### src/rtl/uart_byte_rx.sv
// uart_byte_rx: 8N1 UART receiver with selectable baud divider and a write-FIFO port.
// Define UART_RX_MAJORITY_EN for 2-of-3 majority sampling around each bit centre.
module uart_byte_rx #(
  parameter int DATA_W = 8
) (
  input  logic       clk,
  input  logic       rst,
  input  logic [3:0] baud_set,
  input  logic       rs232_rx,
  output logic [7:0] data_byte,
  output logic       rx_done,
  output logic       uart_state,
  output logic       frame_err,
  input  logic       wfifo_full,
  output logic       wfifo_wr_en,
  output logic [7:0] wfifo_wr_data,
  output logic       overrun
);

  localparam logic [2:0] LAST_BIT = 3'(DATA_W - 1);

  typedef enum logic [1:0] {
    IDLE  = 2'd0,
    START = 2'd1,
    DATA  = 2'd2,
    STOP  = 2'd3
  } state_t;

  function automatic logic [12:0] baud_dr(input logic [3:0] sel);
    case (sel)
      4'd0:    baud_dr = 13'd31;
      4'd1:    baud_dr = 13'd2603;
      4'd2:    baud_dr = 13'd1302;
      4'd3:    baud_dr = 13'd867;
      4'd4:    baud_dr = 13'd432;
      default: baud_dr = 13'd5207;
    endcase
  endfunction

  state_t      state_q, state_d;
  logic [12:0] div_cnt_q, div_cnt_d;
  logic [12:0] dr_q, dr_d;
  logic [2:0]  bit_cnt_q, bit_cnt_d;
  logic [7:0]  shift_q, shift_d;
  logic        rx_s1_q, rx_s1_d, rx_s2_q, rx_s2_d, rx_s3_q, rx_s3_d;
  logic [1:0]  sync_vld_q, sync_vld_d;
  logic        armed_q, armed_d;
  logic        start_pend_q, start_pend_d;
  logic        uart_state_q, uart_state_d;
  logic [7:0]  data_byte_q, data_byte_d;
  logic [7:0]  wr_data_q, wr_data_d;
  logic        rx_done_q, rx_done_d;
  logic        frame_err_q, frame_err_d;
  logic        overrun_q, overrun_d;
  logic        wr_en_q, wr_en_d;

  logic [12:0] mid_s;
  logic        samp_at_s, samp_bit_s, wrap_s, fall_s;

  assign mid_s  = {1'b0, dr_q[12:1]};
  assign wrap_s = (div_cnt_q == dr_q);
  assign fall_s = rx_s3_q & ~rx_s2_q;

`ifdef UART_RX_MAJORITY_EN
  logic [1:0] maj_q, maj_d;

  assign samp_at_s  = (div_cnt_q == mid_s + 13'd1);
  assign samp_bit_s = (maj_q[0] & maj_q[1]) | (maj_q[0] & rx_s2_q) | (maj_q[1] & rx_s2_q);

  // Capture the two early votes of the majority window
  always_comb begin
    maj_d = maj_q;
    if (div_cnt_q == mid_s - 13'd1) begin
      maj_d[0] = rx_s2_q;
    end else if (div_cnt_q == mid_s) begin
      maj_d[1] = rx_s2_q;
    end else begin
      maj_d = maj_q;
    end
  end

  // Majority vote registers
  always_ff @(posedge clk or posedge rst) begin
    if (rst) begin
      maj_q <= 2'b11;
    end else begin
      maj_q <= maj_d;
    end
  end
`else
  assign samp_at_s  = (div_cnt_q == mid_s);
  assign samp_bit_s = rx_s2_q;
`endif

  // Next-state logic for synchroniser, frame FSM and registered outputs
  always_comb begin
    rx_s1_d      = rs232_rx;
    rx_s2_d      = rx_s1_q;
    rx_s3_d      = rx_s2_q;
    // The line only counts as idle-high once real samples have reached the synchroniser output
    sync_vld_d   = {sync_vld_q[0], 1'b1};
    armed_d      = armed_q | (sync_vld_q[1] & rx_s2_q);
    state_d      = state_q;
    bit_cnt_d    = bit_cnt_q;
    dr_d         = dr_q;
    shift_d      = shift_q;
    start_pend_d = start_pend_q;
    uart_state_d = uart_state_q;
    data_byte_d  = data_byte_q;
    wr_data_d    = wr_data_q;
    rx_done_d    = 1'b0;
    frame_err_d  = 1'b0;
    overrun_d    = 1'b0;
    wr_en_d      = 1'b0;

    if ((state_q == IDLE) || wrap_s) begin
      div_cnt_d = 13'd0;
    end else begin
      div_cnt_d = div_cnt_q + 13'd1;
    end

    case (state_q)
      IDLE: begin
        if (armed_q && (fall_s || start_pend_q)) begin
          state_d      = START;
          dr_d         = baud_dr(baud_set);
          uart_state_d = 1'b1;
          start_pend_d = 1'b0;
        end else begin
          state_d = IDLE;
        end
      end
      START: begin
        if (samp_at_s && samp_bit_s) begin
          state_d      = IDLE;
          uart_state_d = 1'b0;
        end else if (wrap_s) begin
          state_d   = DATA;
          bit_cnt_d = 3'd0;
        end else begin
          state_d = START;
        end
      end
      DATA: begin
        if (samp_at_s) begin
          shift_d = {samp_bit_s, shift_q[7:1]};
        end else begin
          shift_d = shift_q;
        end
        if (wrap_s && (bit_cnt_q == LAST_BIT)) begin
          state_d = STOP;
        end else if (wrap_s) begin
          bit_cnt_d = bit_cnt_q + 3'd1;
        end else begin
          state_d = DATA;
        end
      end
      STOP: begin
        // Leave half a bit early so a back-to-back start edge is not missed
        if (samp_at_s) begin
          state_d      = IDLE;
          uart_state_d = 1'b0;
          bit_cnt_d    = 3'd0;
          start_pend_d = fall_s;
          if (samp_bit_s) begin
            rx_done_d   = 1'b1;
            data_byte_d = shift_q;
            if (!wfifo_full) begin
              wr_en_d   = 1'b1;
              wr_data_d = shift_q;
            end else begin
              overrun_d = 1'b1;
            end
          end else begin
            frame_err_d = 1'b1;
          end
        end else begin
          state_d = STOP;
        end
      end
      default: begin
        state_d      = IDLE;
        uart_state_d = 1'b0;
      end
    endcase
  end

  // State and output registers
  always_ff @(posedge clk or posedge rst) begin
    if (rst) begin
      state_q      <= IDLE;
      div_cnt_q    <= 13'd0;
      dr_q         <= 13'd0;
      bit_cnt_q    <= 3'd0;
      shift_q      <= 8'd0;
      rx_s1_q      <= 1'b1;
      rx_s2_q      <= 1'b1;
      rx_s3_q      <= 1'b1;
      sync_vld_q   <= 2'b00;
      armed_q      <= 1'b0;
      start_pend_q <= 1'b0;
      uart_state_q <= 1'b0;
      data_byte_q  <= 8'd0;
      wr_data_q    <= 8'd0;
      rx_done_q    <= 1'b0;
      frame_err_q  <= 1'b0;
      overrun_q    <= 1'b0;
      wr_en_q      <= 1'b0;
    end else begin
      state_q      <= state_d;
      div_cnt_q    <= div_cnt_d;
      dr_q         <= dr_d;
      bit_cnt_q    <= bit_cnt_d;
      shift_q      <= shift_d;
      rx_s1_q      <= rx_s1_d;
      rx_s2_q      <= rx_s2_d;
      rx_s3_q      <= rx_s3_d;
      sync_vld_q   <= sync_vld_d;
      armed_q      <= armed_d;
      start_pend_q <= start_pend_d;
      uart_state_q <= uart_state_d;
      data_byte_q  <= data_byte_d;
      wr_data_q    <= wr_data_d;
      rx_done_q    <= rx_done_d;
      frame_err_q  <= frame_err_d;
      overrun_q    <= overrun_d;
      wr_en_q      <= wr_en_d;
    end
  end

  assign data_byte     = data_byte_q;
  assign rx_done       = rx_done_q;
  assign uart_state    = uart_state_q;
  assign frame_err     = frame_err_q;
  assign wfifo_wr_en   = wr_en_q;
  assign wfifo_wr_data = wr_data_q;
  assign overrun       = overrun_q;

endmodule
### config.mk
export PLATFORM = sky130hd
export DESIGN_NAME = uart_byte_rx
export DESIGN_NICKNAME = d
export VERILOG_FILES = /design/src/rtl/uart_byte_rx.sv
export SDC_FILE = /design/constraint.sdc
export NUM_CORES = 1
export LEC_CHECK = 0
export ABC_CLOCK_PERIOD_IN_PS = 3250
export BUFFER_PORTS_ARGS = -buffer_cell sky130_fd_sc_hd__buf_2
export CAP_MARGIN = 10
export CORE_ASPECT_RATIO = 0.6
export CORE_UTILIZATION = 35
export CTS_CLUSTER_SIZE = 25
export DETAILED_ROUTE_END_ITERATION = 10
export GPL_TIMING_DRIVEN = 0
export SETUP_SLACK_MARGIN = 0.05
export SLEW_MARGIN = 10
export SYNTH_ARGS = -nofsm -noshare
export SYNTH_HDL_FRONTEND = slang
export SYNTH_SLANG_ARGS = --single-unit
### constraint.sdc
create_clock -name clk -period 3.25 [get_ports clk]
set_input_delay 0 -clock clk [delete_from_list [all_inputs] [get_ports clk]]
set_output_delay 0 -clock clk [all_outputs]
set_load 0.01 [all_outputs]
==> results.txt <==
Critical Path AT: 2.52 ns
remaining antenna violation count: 0
drt drc: 4
reg2reg end: wfifo_wr_data[0]
router iterations before antenna repair: 7
fin crit period: 2.31 ns
commonest non-fill, non-tap cells in the layout: dfrtp_1, xnor2_1, buf_2, mux2_2, nand2_1
IO Port Bufs: 26
compound-cell area share of the yosys netlist: 0.0582
post-CTS sizing: 0
main combinational cell family by area after synthesis: simple AND/OR/NAND/NOR gates
gpl congestion: 0.804
Leakage: 1.79 nW
Yosys warning total: 0
sequential element share of the synthesized area: 0.529
pin count of the biggest net entering global routing: 63
core area: 8650 um^2
FILL cells: 809
Tcrit/Tclk final: 0.712
post-synth net total: 292
status: complete, but fails checks
Critical Path End: wfifo_wr_data[0]
CTS tree: built
most common cell after layout, fill and taps aside: dfrtp_1
initial DRC count: 101
slew margin rel.: 0.603
CP Max Fanout: 9
Max Fclk: 432 MHz
CP Class: reg2reg
synth unique cells: 41
Worst setup SP type: flip-flop
PwrDens: 539 nW/um^2
Post-Synthesis Cells: 277
P&R area growth vs syn: 20.3%
CTS Hold Bufs: 4
R2R Setup Slk: 0.94 ns
post-synthesis simple-gate area fraction: 0.145
GRT Util Overall: 0.149
share of cells above drive strength 1: 0.269
top_reg_cell synth: dfrtp_1
post-synthesis adder-cell area fraction: 0.0275
initial antenna violation count: 0
Least-Margin Pin Slew: 0.591 ns
vias in the first global route: 2048
failing checks: design-rule violations
Worst-path clk slew: 0.06 ns
first-pass GRT wire length: 10400 um
Die H: 75.8 um
die width: 125 um
num rows: 26
TritonCTS Buffers: 9
Final Total Pwr: 2.06 mW
hold crit path type: in2reg
die area: 9480 um^2
number of setup violations in the final report: 0
Clock Skews: 0.00637 ns
Hold Fails Final Rpt: 0
worst skew pair latency: 0.33 ns
routed vias: 2082
Final Slew Violations: 0
clk sink count: 67
asr flop ratio synth: 1.00
Worst Setup End Kind: flip-flop
Avg Cell Area, Syn: 11.5 um^2
reg2reg start: div_cnt_q[9]
Final #Nets: 334
XOR/XNOR share of the synthesized area: 0.102
global route overflow: 0
synthesis-stage register bit count: 67
# diodes: 0
Post-Route WL: 6260 um
drt wl/cell: 14.4 um
setup TNS: 0 ns
mux contribution to synthesized area: 0.109
CTS max path bufs: 2
Mapped Area: 3180 um^2
worst setup path startpoint: div_cnt_q[9]
RSZ-0062 raised after global routing: no
count of flip-flops with a built-in enable after synthesis: 0
clock root buffer: clkbuf_16
Max Cap Viol: 0
Max H-tree Level: 3
Post-CTS Setup Repair Bufs: 0
Starting Density: 0.367
I/O Pins: 29
DP Wirelength: 4570 um
DR vias/cell: 4.78
Register-to-Register Path Depth: 6
Worst IR Drop VDD: 0.265 mV
Worst Path Required: 3.46 ns
synth_stat cells (2+ instances only):
library cell / n / area, um^2
dfrtp_1: 64 / 1600
nor3_1: 4 / 20.0
o31ai_1: 2 / 15.0
and3_1: 4 / 25.0
o21ai_0: 10 / 50.1
clkbuf_1: 4 / 15.0
xor2_1: 7 / 61.3
nand2b_1: 3 / 18.8
and2_1: 3 / 18.8
nor2_1: 21 / 78.8
inv_1: 13 / 48.8
or2_2: 3 / 18.8
nand2_2: 2 / 12.5
nor2b_1: 3 / 18.8
dfstp_2: 3 / 78.8
mux2_2: 25 / 282
xnor2_1: 30 / 263
nor4_4: 2 / 42.5
nand4_1: 4 / 25.0
nand2_1: 23 / 86.3
ha_1: 7 / 87.6
a21o_1: 4 / 30.0
mux2i_1: 5 / 50.1
a21oi_1: 6 / 30.0
nand3_1: 8 / 40.0
buf_6: 2 / 22.5
worst min path at each step:
stage,from,to,slack (ns),cells after the start
global placement,rs232_rx,rx_s1_q,0.11,1
detailed placement,rst,wfifo_wr_data[0],-0.11,2
finish,baud_set[0],dr_q[11],0.02,3
global route,baud_set[0],dr_q[11],0.04,3
floorplan,rs232_rx,rx_s1_q,0.004,0
CTS,baud_set[0],dr_q[11],0.01,3
cell families (layout without fill, tap and decap cells):
| kind of cell | Yosys count | in the layout |
|---|---|---|
| and+or+nand+nor | 85 | 85 |
| AOI/OAI and AO/OA | 29 | 29 |
| DFF | 67 | 67 |
| muxes | 31 | 31 |
| other | 1 | 1 |
| adders and majority gates | 7 | 7 |
| xor gates and xnor gates | 37 | 37 |
| buffers and inverters | 20 | 67 |
where the power goes:
part | internal [mW] | switching, mW | total [mW]
Clock | 0.613 | 0.355 | 0.968
Sequential | 0.870 | 0.0436 | 0.914
Combinational | 0.0805 | 0.0989 | 0.179
state kept, by name (all words and copies together), names as in the netlist:
signal	count
wfifo_wr_data	8
div_cnt_q	13
dr_q	13
uart_state	1
bit_cnt_q	3
rx_s1_q	1
rx_s2_q	1
sync_vld_q	2
overrun	1
state_q	2
shift_q	8
armed_q	1
wfifo_wr_en	1
rx_s3_q	1
data_byte	8
frame_err	1
start_pend_q	1
rx_done	1
critical path: stages (launching register included):
cell and delay [ns]:
dfrtp_1 0.45, xnor2_1 0.18, nand4_1 0.24, nor4_4 0.42, nand2_2 0.29, nor2_8 0.25, mux2_2 0.36
metal layers:
layer | up-vias | routed length [um] | GRT usage
met3 | 9 | 315 | 0.0492
met5 | - | 0 | 0
met4 | 0 | 88 | 0.0650
met1 | 1003 | 3510 | 0.220
met2 | 42 | 2350 | 0.194
li1 | 1028 | - | -
area by class of cell:
cell class | count | area, um^2 | share of cell area
multi-input cells | 190 | 1410 | 0.368
flip-flops and latches | 67 | 1680 | 0.439
well taps | 112 | 140 | 0.0366
inverters | 13 | 51.3 | 0.0134
repair buffers | 31 | 198 | 0.0517
clock inverters | 6 | 65.1 | 0.0170
clock buffers | 10 | 239 | 0.0625
plain buffers | 7 | 42.5 | 0.0111
metrics by stage:
stage | area (um^2) | cells | worst slack (ns) | util | hold slack [ns]
after detailed placement | 3480 | 416 | 0.917 | 0.402 | -0.107
after CTS | 3820 | 436 | 0.898 | 0.442 | 0.0130
final | 3820 | 436 | 0.936 | 0.442 | 0.0240
after global placement | 3450 | 415 | 0.749 | 0.399 | 0.106
after global routing | 3820 | 436 | 0.777 | 0.442 | 0.0407
after floorplan | 3180 | 277 | 1.25 | - | 0.00448
(Power assumes the default switching activity.)
